===== src/rtl/audio_pkg.sv =====
// Shared constants and helpers for the audio DAC buffer slice.
package audio_pkg;

  // Default sample width: left channel in [31:16], right channel in [15:0].
  localparam int unsigned AudioWidth    = 32;
  localparam int unsigned AudioDepth    = 16;
  localparam int unsigned AudioAemptyTh = 4;

  // Value played when the codec asks for a sample and none is buffered.
  localparam logic [AudioWidth-1:0] MuteSample = '0;

  // Occupancy counters must represent 0..depth inclusive.
  function automatic int unsigned level_width(input int unsigned depth);
    return $clog2(depth) + 1;
  endfunction

endpackage


===== src/rtl/audio_dac_buffer_if.sv =====
// Producer-side sample stream into the audio DAC buffer (valid/ready handshake).
interface audio_dac_buffer_if #(
  parameter int unsigned WIDTH = audio_pkg::AudioWidth
);

  logic [WIDTH-1:0] s_data;
  logic             s_valid;
  logic             s_ready;

  // Producer side.
  modport master (
    output s_data,
    output s_valid,
    input  s_ready
  );

  // Buffer side.
  modport slave (
    input  s_data,
    input  s_valid,
    output s_ready
  );

endinterface


===== src/rtl/audio_sync_fifo.sv =====
// Single-clock sample FIFO: storage, wrapping pointers and an exact occupancy count.
// Pushes into a full FIFO and pops from an empty FIFO are ignored; clr wins over both.
module audio_sync_fifo
  import audio_pkg::*;
#(
  parameter int unsigned WIDTH = AudioWidth,
  parameter int unsigned DEPTH = AudioDepth
) (
  input  logic                   clk,
  input  logic                   rst_n,
  input  logic                   clr,
  input  logic                   push,
  input  logic [WIDTH-1:0]       wdata,
  input  logic                   pop,
  output logic [WIDTH-1:0]       rdata,
  output logic [$clog2(DEPTH):0] level,
  output logic [$clog2(DEPTH):0] level_next,
  output logic                   empty
);

  localparam int unsigned PtrW = $clog2(DEPTH);
  localparam int unsigned LvlW = level_width(DEPTH);
  localparam logic [LvlW-1:0] LvlFull = LvlW'(DEPTH);

  logic [WIDTH-1:0] mem_q [DEPTH];
  logic [PtrW-1:0]  wr_ptr_q, wr_ptr_d;
  logic [PtrW-1:0]  rd_ptr_q, rd_ptr_d;
  logic [LvlW-1:0]  level_q, level_d;
  logic             full;
  logic             push_ok;
  logic             pop_ok;

  assign full    = (level_q == LvlFull);
  assign empty   = (level_q == '0);
  assign push_ok = push && !full && !clr;
  assign pop_ok  = pop && !empty && !clr;

  // Next-state pointers and level; pointers wrap naturally since DEPTH is a power of 2,
  // and the separate level counter keeps full and empty distinct.
  always_comb begin
    wr_ptr_d = wr_ptr_q;
    rd_ptr_d = rd_ptr_q;
    level_d  = level_q;
    if (clr) begin
      wr_ptr_d = '0;
      rd_ptr_d = '0;
      level_d  = '0;
    end else begin
      if (push_ok) begin
        wr_ptr_d = wr_ptr_q + PtrW'(1);
      end
      if (pop_ok) begin
        rd_ptr_d = rd_ptr_q + PtrW'(1);
      end
      if (push_ok && !pop_ok) begin
        level_d = level_q + LvlW'(1);
      end else if (pop_ok && !push_ok) begin
        level_d = level_q - LvlW'(1);
      end
    end
  end

  // Pointer and level registers.
  always_ff @(posedge clk or negedge rst_n) begin
    if (!rst_n) begin
      wr_ptr_q <= '0;
      rd_ptr_q <= '0;
      level_q  <= '0;
    end else begin
      wr_ptr_q <= wr_ptr_d;
      rd_ptr_q <= rd_ptr_d;
      level_q  <= level_d;
    end
  end

  // Sample storage; contents need no reset because level guards every read.
  always_ff @(posedge clk) begin
    if (push_ok) begin
      mem_q[wr_ptr_q] <= wdata;
    end
  end

  assign rdata      = mem_q[rd_ptr_q];
  assign level      = level_q;
  assign level_next = level_d;

endmodule


===== src/rtl/audio_dac_buffer.sv =====
// Audio DAC sample buffer: FIFO between a sample producer and a codec transceiver that
// pulls one sample per dac_req into a held output register.
// Build option: define AUDIO_DAC_BUF_REPEAT_EN to replay the last popped sample on
// underrun instead of outputting mute.
module audio_dac_buffer
  import audio_pkg::*;
#(
  parameter int unsigned WIDTH     = AudioWidth,
  parameter int unsigned DEPTH     = AudioDepth,
  parameter int unsigned AEMPTY_TH = AudioAemptyTh
) (
  input  logic                     clk,
  input  logic                     rst_n,
  input  logic                     flush,
  audio_dac_buffer_if.slave        s_if,
  input  logic                     dac_req,
  output logic [WIDTH-1:0]         dac_data,
  output logic [$clog2(DEPTH):0]   level,
  output logic                     almost_empty,
  output logic                     underrun
);

  localparam int unsigned LvlW = level_width(DEPTH);

  logic             push;
  logic             pop;
  logic             fifo_empty;
  logic [WIDTH-1:0] fifo_rdata;
  logic [WIDTH-1:0] underrun_val;
  logic [LvlW-1:0]  fifo_level;
  logic [LvlW-1:0]  level_d;

  logic             ready_q, ready_d;
  logic [WIDTH-1:0] dac_data_q, dac_data_d;
  logic             underrun_q, underrun_d;
  logic             almost_empty_q, almost_empty_d;

  // ready_q is low in reset and rises on the first clock after release; flush gates it
  // combinationally so nothing is accepted in the flush cycle.
  assign s_if.s_ready = ready_q && !flush;
  assign push         = s_if.s_valid && s_if.s_ready;
  assign pop          = dac_req && !flush && !fifo_empty;

`ifdef AUDIO_DAC_BUF_REPEAT_EN
  // dac_data only changes on pop, underrun or flush, so it always holds the last sample played.
  assign underrun_val = dac_data_q;
`else
  assign underrun_val = WIDTH'(MuteSample);
`endif

  audio_sync_fifo #(
    .WIDTH (WIDTH),
    .DEPTH (DEPTH)
  ) u_fifo (
    .clk        (clk),
    .rst_n      (rst_n),
    .clr        (flush),
    .push       (push),
    .wdata      (s_if.s_data),
    .pop        (pop),
    .rdata      (fifo_rdata),
    .level      (fifo_level),
    .level_next (level_d),
    .empty      (fifo_empty)
  );

  // Next-state output register, underrun pulse and level-derived flags.
  always_comb begin
    dac_data_d     = dac_data_q;
    underrun_d     = 1'b0;
    ready_d        = (level_d != LvlW'(DEPTH));
    almost_empty_d = (level_d <= LvlW'(AEMPTY_TH));
    if (flush) begin
      dac_data_d = '0;
    end else if (dac_req) begin
      if (fifo_empty) begin
        // A same-cycle push does not bypass: the request still sees an empty buffer.
        underrun_d = 1'b1;
        dac_data_d = underrun_val;
      end else begin
        dac_data_d = fifo_rdata;
      end
    end
  end

  // Output and status registers.
  always_ff @(posedge clk or negedge rst_n) begin
    if (!rst_n) begin
      ready_q        <= 1'b0;
      dac_data_q     <= '0;
      underrun_q     <= 1'b0;
      almost_empty_q <= 1'b1;
    end else begin
      ready_q        <= ready_d;
      dac_data_q     <= dac_data_d;
      underrun_q     <= underrun_d;
      almost_empty_q <= almost_empty_d;
    end
  end

  assign dac_data     = dac_data_q;
  assign level        = fifo_level;
  assign almost_empty = almost_empty_q;
  assign underrun     = underrun_q;

endmodule


===== src/flat_wrapper.sv =====
// flat-port wrapper written by rule: the top's interface ports become plain ports
module audio_dac_buffer_flat import audio_pkg::*;
#(
  parameter int unsigned WIDTH     = AudioWidth,
  parameter int unsigned DEPTH     = AudioDepth,
  parameter int unsigned AEMPTY_TH = AudioAemptyTh
)
  (clk, rst_n, flush, dac_req, dac_data, level, almost_empty, underrun, s_if_s_data, s_if_s_valid, s_if_s_ready);
  audio_dac_buffer_if #(.WIDTH(WIDTH)) s_if_i ();
  input  logic clk;
  input  logic rst_n;
  input  logic flush;
  input  logic dac_req;
  output logic [WIDTH-1:0] dac_data;
  output logic [$clog2(DEPTH):0] level;
  output logic almost_empty;
  output logic underrun;
  input wire logic [$bits(s_if_i.s_data)-1:0] s_if_s_data;
  input wire logic [$bits(s_if_i.s_valid)-1:0] s_if_s_valid;
  output wire logic [$bits(s_if_i.s_ready)-1:0] s_if_s_ready;
  assign s_if_i.s_data = s_if_s_data;
  assign s_if_i.s_valid = s_if_s_valid;
  assign s_if_s_ready = s_if_i.s_ready;
  audio_dac_buffer #(.WIDTH(WIDTH), .DEPTH(DEPTH), .AEMPTY_TH(AEMPTY_TH)) u_core (.clk(clk), .rst_n(rst_n), .flush(flush), .s_if(s_if_i), .dac_req(dac_req), .dac_data(dac_data), .level(level), .almost_empty(almost_empty), .underrun(underrun));
endmodule

===== config.mk =====
export PLATFORM = sky130hd
export DESIGN_NAME = audio_dac_buffer_flat
export DESIGN_NICKNAME = d
export VERILOG_FILES = /design/src/rtl/audio_pkg.sv /design/src/rtl/audio_dac_buffer_if.sv /design/src/rtl/audio_sync_fifo.sv /design/src/rtl/audio_dac_buffer.sv /design/src/flat_wrapper.sv
export SDC_FILE = /design/constraint.sdc
export NUM_CORES = 1
export LEC_CHECK = 0
export ABC_AREA = 1
export BUFFER_PORTS_ARGS = -buffer_cell sky130_fd_sc_hd__buf_2
export CAP_MARGIN = 25
export CELL_PAD_IN_SITES_DETAIL_PLACEMENT = 1
export CELL_PAD_IN_SITES_GLOBAL_PLACEMENT = 2
export CORE_ASPECT_RATIO = 0.6
export CORE_MARGIN = 4
export CORE_UTILIZATION = 39
export DETAILED_ROUTE_END_ITERATION = 8
export MAX_ROUTING_LAYER = met4
export PLACE_DENSITY = 0.81
export SYNTH_ARGS = -nofsm -noshare
export SYNTH_HDL_FRONTEND = slang
export SYNTH_SLANG_ARGS = --single-unit

===== constraint.sdc =====
create_clock -name clk -period 3 [get_ports clk]
set_clock_uncertainty 0.2 [all_clocks]
set_input_delay 0.45 -clock clk [delete_from_list [all_inputs] [get_ports clk]]
set_output_delay 0.45 -clock clk [all_outputs]
set_load 0.05 [all_outputs]

After elaboration in Yosys (flattened, before gate mapping) --
Memories as Yosys holds them, arrays and structs flattened. Index checks and enable logic that the tools add are counted.
Storage, ports and cells: logic and storage cells 49, bits in registers 48, memories 1, RAM bits 512, input port bits 37, output and inout bits 40
Cells by class: equality and inequality tests 2, order comparisons 1, mux-type cells 15, $add $sub $neg 4, reductions and logical operators 19
Memory list:
- u_core.u_fifo.mem_q | depth 16, bits a word 32, read ports 1, clocked after memory_dff 0, write ports 1, RTL line audio_sync_fifo.sv:25 | logic [WIDTH-1:0] mem_q [DEPTH];
Operators with widths (number):
- 32-bit 2-to-1 mux | 3
- 4-bit 2-to-1 mux | 4
- 5-bit 2-to-1 mux | 3
- 1-bit logical AND | 10
- 4-bit by 1-bit adder with 4-bit output, second input constant | 2
- 2-bit nonzero test | 3
- 5-bit by 1-bit adder with 5-bit output, second input constant | 1
- 5-bit == test, second input constant | 1
- 5-bit by 3-bit <= comparator with 1-bit output, second input constant | 1
- 1-bit zero test | 5
- 5-bit zero test | 1
- 1-bit 2-to-1 mux | 5
- 5-bit inequality test, second input constant | 1
- 5-bit by 1-bit subtractor with 5-bit output, second input constant | 1

Depth between registers and ports, before layout --
word-level depth 11, mapped depth 12, mapped depth without buffers 12

By module --
From an unflattened synthesis, not the netlist that was laid out.
Second synthesis, totals: cell total of the unflattened synthesis 1779, area, all modules 22474.1 µm²
Modules (own cells, without submodules):
- audio_sync_fifo | cells each 1620, times used 1, area an instance 20961.4 µm², sequential area each 15700.1 µm²
- audio_dac_buffer | cells each 159, times used 1, area an instance 1512.7 µm², sequential area each 877.1 µm²

Worst setup path before layout --
No wires, ideal clock.
kind reg2reg, from register u_core.u_fifo.level_q[0] (netlist: u_core.u_fifo.level[0]), to memory u_core.u_fifo.mem_q[11][0] in the netlist's numbering, enable pin, required time 2379 ps, data arrival time 2886 ps, clock period less this slack 3508 ps, setup time 421 ps, path buffers 0, cell stages (with the launch flop) 8, path slack -508 ps, cell sequence dfrtp_1 -> inv_1 -> ha_1 -> nand3_1 -> nand2_2 -> inv_2 -> nand2_1 -> nor2_1
Between the ends: word-level cells in the longest chain between the ends 6
Ends and longest elaborated chain:
- start, declared | RTL line audio_sync_fifo.sv:28 | logic [LvlW-1:0] level_q, level_d;
- start signal, assigned | RTL line audio_sync_fifo.sv:72 | level_q <= level_d;
- 5-bit == test | RTL line audio_sync_fifo.sv:33 | assign full = (level_q == LvlFull);
- 1-bit zero test | RTL line audio_sync_fifo.sv:35 | assign push_ok = push && !full && !clr;
- 1-bit logical AND (2 in a row) | RTL line audio_sync_fifo.sv:35
- 1-bit 2-to-1 mux | RTL line audio_sync_fifo.sv:78 | if (push_ok) begin
- 1-bit 2-to-1 mux (not written as such) | RTL line audio_sync_fifo.sv:79 | mem_q[wr_ptr_q] <= wdata;
- end, declared | RTL line audio_sync_fifo.sv:25
Every way passes these cells.

Final worst setup path --
from input flush, to memory u_core.u_fifo.mem_q[7][19] in the netlist's numbering, enable pin
Between the ends: word-level cells in the longest chain between the ends 7
Ends and longest elaborated chain:
- start, declared | RTL line flat_wrapper.sv:12 | input logic flush;
- 1-bit zero test * | RTL line audio_sync_fifo.sv:35, audio_dac_buffer.sv:40
- 1-bit logical AND | RTL line audio_dac_buffer.sv:40 | assign s_if.s_ready = ready_q && !flush;
- 1-bit logical AND | RTL line audio_dac_buffer.sv:41 | assign push = s_if.s_valid && s_if.s_ready;
- 1-bit logical AND | RTL line audio_sync_fifo.sv:35
- 1-bit logical AND * | RTL line audio_sync_fifo.sv:35
- 1-bit 2-to-1 mux * | RTL line audio_sync_fifo.sv:78
- 1-bit 2-to-1 mux (not written as such) * | RTL line audio_sync_fifo.sv:79
Every way passes the cells marked *; elsewhere a longest branch is shown, timed or not.

==> metrics.txt <==
Core Util, Final 45.38%; worst min path class in2reg; H-tree levels 2; Die Height 193.3 um; Synth area leaders edfxtp_1 69%, nor2_1 6.8%, dfrtp_1 5.3%; Slowest-stage cell, CP dlygate4sd3_1; Num CTS Buffers 51; clk sinks 560; nature of the critical path endpoint flop; worst endpoint required time 3090 ps; pre-CTS setup slack 263.8 ps; IO Count 77; fin nets 1878; DR vias 14610; Power Density 698.1 mW/mm^2; Arr. time, crit path 2790 ps; Placed Cells 2538; row cnt 67; Pleak 8.754 nW; Detail Placement HPWL 36720 um; Ys Warns 0; distinct cell type count after synthesis 29; Max Slew Vio Count 0; number of global-route vias before repair 15340; flops & latches, synth 560; placed cell area 0.02386 sq mm; total global routing overflow 0; n_diodes 0; commonest non-fill, non-tap cell in the layout edfxtp_1; startpoint types primary input; most frequent cells in the layout 512 x edfxtp_1, 388 x nor2_1, 187 x o21ai_0; Routed Antenna Nets 0; Setup CP Type in2reg; Clock Tree Root clkbuf_16; status finished clean; Post-Syn Area per Cell 12.64 sq um; DR vias/cell 5.545; relative slew slack 39.99%; crit share post-route 90.26%; largest net degree at the start of global routing 129; Final Instance Area 0.02553 sq mm; Core ar. 0.05625 sq mm; post-synthesis sequential area ratio 74.24%; Syn Nets 1810; worst-margin pin slew 898.8 ps; gpl congestion 0.7609; Mapped Cells 1766; GRT Util Overall 21.56%; Post-route DRC 0; initial antenna violation count 0; Port Buf Inserts 76; Post-CTS Setup Inserts 0; first-pass GRT wire length 97790 um; layout cell share with drive strength beyond 1 12.64%; post-route non-filler standard cell count 2634; Fin Setup TNS 0 ps; total power draw 17.82 mW; worst path cell trace dlygate4sd3_1, buf_2, inv_2, nand2_1, nor2_1, nand2_2, inv_2, nand2_1, nor2_4, buf_12; final worst slack 292.3 ps; first-pass iteration count of the detailed router 5; final setup fails 0; area leader, netlist edfxtp_1; Longest Clk Path Bufs 3; Tmin final 2708 ps; Routed WL 64450 um; die outline width 316.9 um; die area 0.06127 sq mm; Highest Clock Rate 369.3 MHz; MaxCap Viol Count 0; CP top delay family buffers and inverters; Starting Density 39.70%; Synth top area share 68.86%; VDD IR max 420.2 uV; Worst-Skew Late Latency 590 ps; mapped cell area 0.02233 sq mm; crit path max fanout 16; number of DRC markers in iteration 0 1304; final hold slack 57.44 ps; Final Hold Violating Endpoints 0; CTS clk-pin slew, worst paths 70 ps; Layout area overhead 14.32%; routed length per placed instance 24.47 um; CP bufs+invs 5; RSZ-0062 raised after global routing false; CP peak stage delay 540 ps; TritonCTS clock tree done
[power breakdown]
part / total (mW) / switching [mW] / internal, mW / leakage, nW
Combinational: 2.53 / 1.86 / 0.665 / 2.69
Clock: 6.54 / 2.88 / 3.66 / 0.812
Sequential: 8.75 / 0.0948 / 8.66 / 5.25
[cell families after synthesis]
group,count (synthesis),share of synthesized area (%)
AND/OR/NAND/NOR,652,11.69
adder cells (fa/ha/maj),7,0.3922
XOR/XNOR,4,0.1569
AO/OA/AOI/OAI,397,10.38
flip-flops,560,74.24
buffers and inverters,146,3.138
[metal layers]
layer | share of wire (%) | track usage (%)
met1 | 46 | 30.28
met2 | 46 | 33.65
met3 | 5.9 | 3.262
met4 | 2.1 | 4.500
met5 | 0 | -
[registers in the layout, indices dropped and copies added, names as in the netlist]
name,cells
u_core.almost_empty,1
u_core.dac_data,32
u_core.ready_q,1
u_core.u_fifo.level,5
u_core.u_fifo.mem_q,512
u_core.u_fifo.rd_ptr_q,4
u_core.u_fifo.wr_ptr_q,4
u_core.underrun,1
[final timing paths]
check,from,cells after the start,slack [ps],endpoint
worst max-delay path,flush,10,290,u_core.u_fifo.mem_q[7][19]
worst min-delay path,s_if_s_data[27],1,60,u_core.u_fifo.mem_q[14][27]
worst max register to register,u_core.u_fifo.level[0],8,320,u_core.u_fifo.mem_q[7][19]
worst min register to register,u_core.dac_data[30],2,310,u_core.dac_data[30]
max in group asynchronous,rst_n,3,1840,u_core.u_fifo.rd_ptr_q[0]
min in group asynchronous,rst_n,2,80,u_core.u_fifo.level[1]
[cell type report]
| type | instances | area (sq um) |
|---|---|---|
| Tap cell | 759 | 949.7 |
| Inverter | 30 | 120.1 |
| Timing Repair Buffer | 131 | 1049 |
| Clock inverter | 30 | 284.0 |
| Clock buffer | 64 | 1366 |
| Multi-Input combinational cell | 1060 | 5171 |
| Sequential cell | 560 | 16590 |
| Fill cell | 5796 | 30720 |
[cell usage after synthesis, drive strengths merged]
cell type and instances:
inv 30, o221ai 2, and3 1, ha 7
nor2 406, o21ai 261, dfrtp 47, dfstp 1
o211ai 126, nor3 3, nand4 1, o22ai 2
o21a 1, xnor2 1, a21oi 4, buf 56
xor2 3, edfxtp 512, nand2 127, nand3 114
clkbuf 60, a211oi 1
[what timing repair did]
action,CTS,global route
endpoints found under the hold margin,51,0
gates resized for setup,0,0
hold buffers,2,0
No activity file was read; power rests on OpenSTA's default activity.
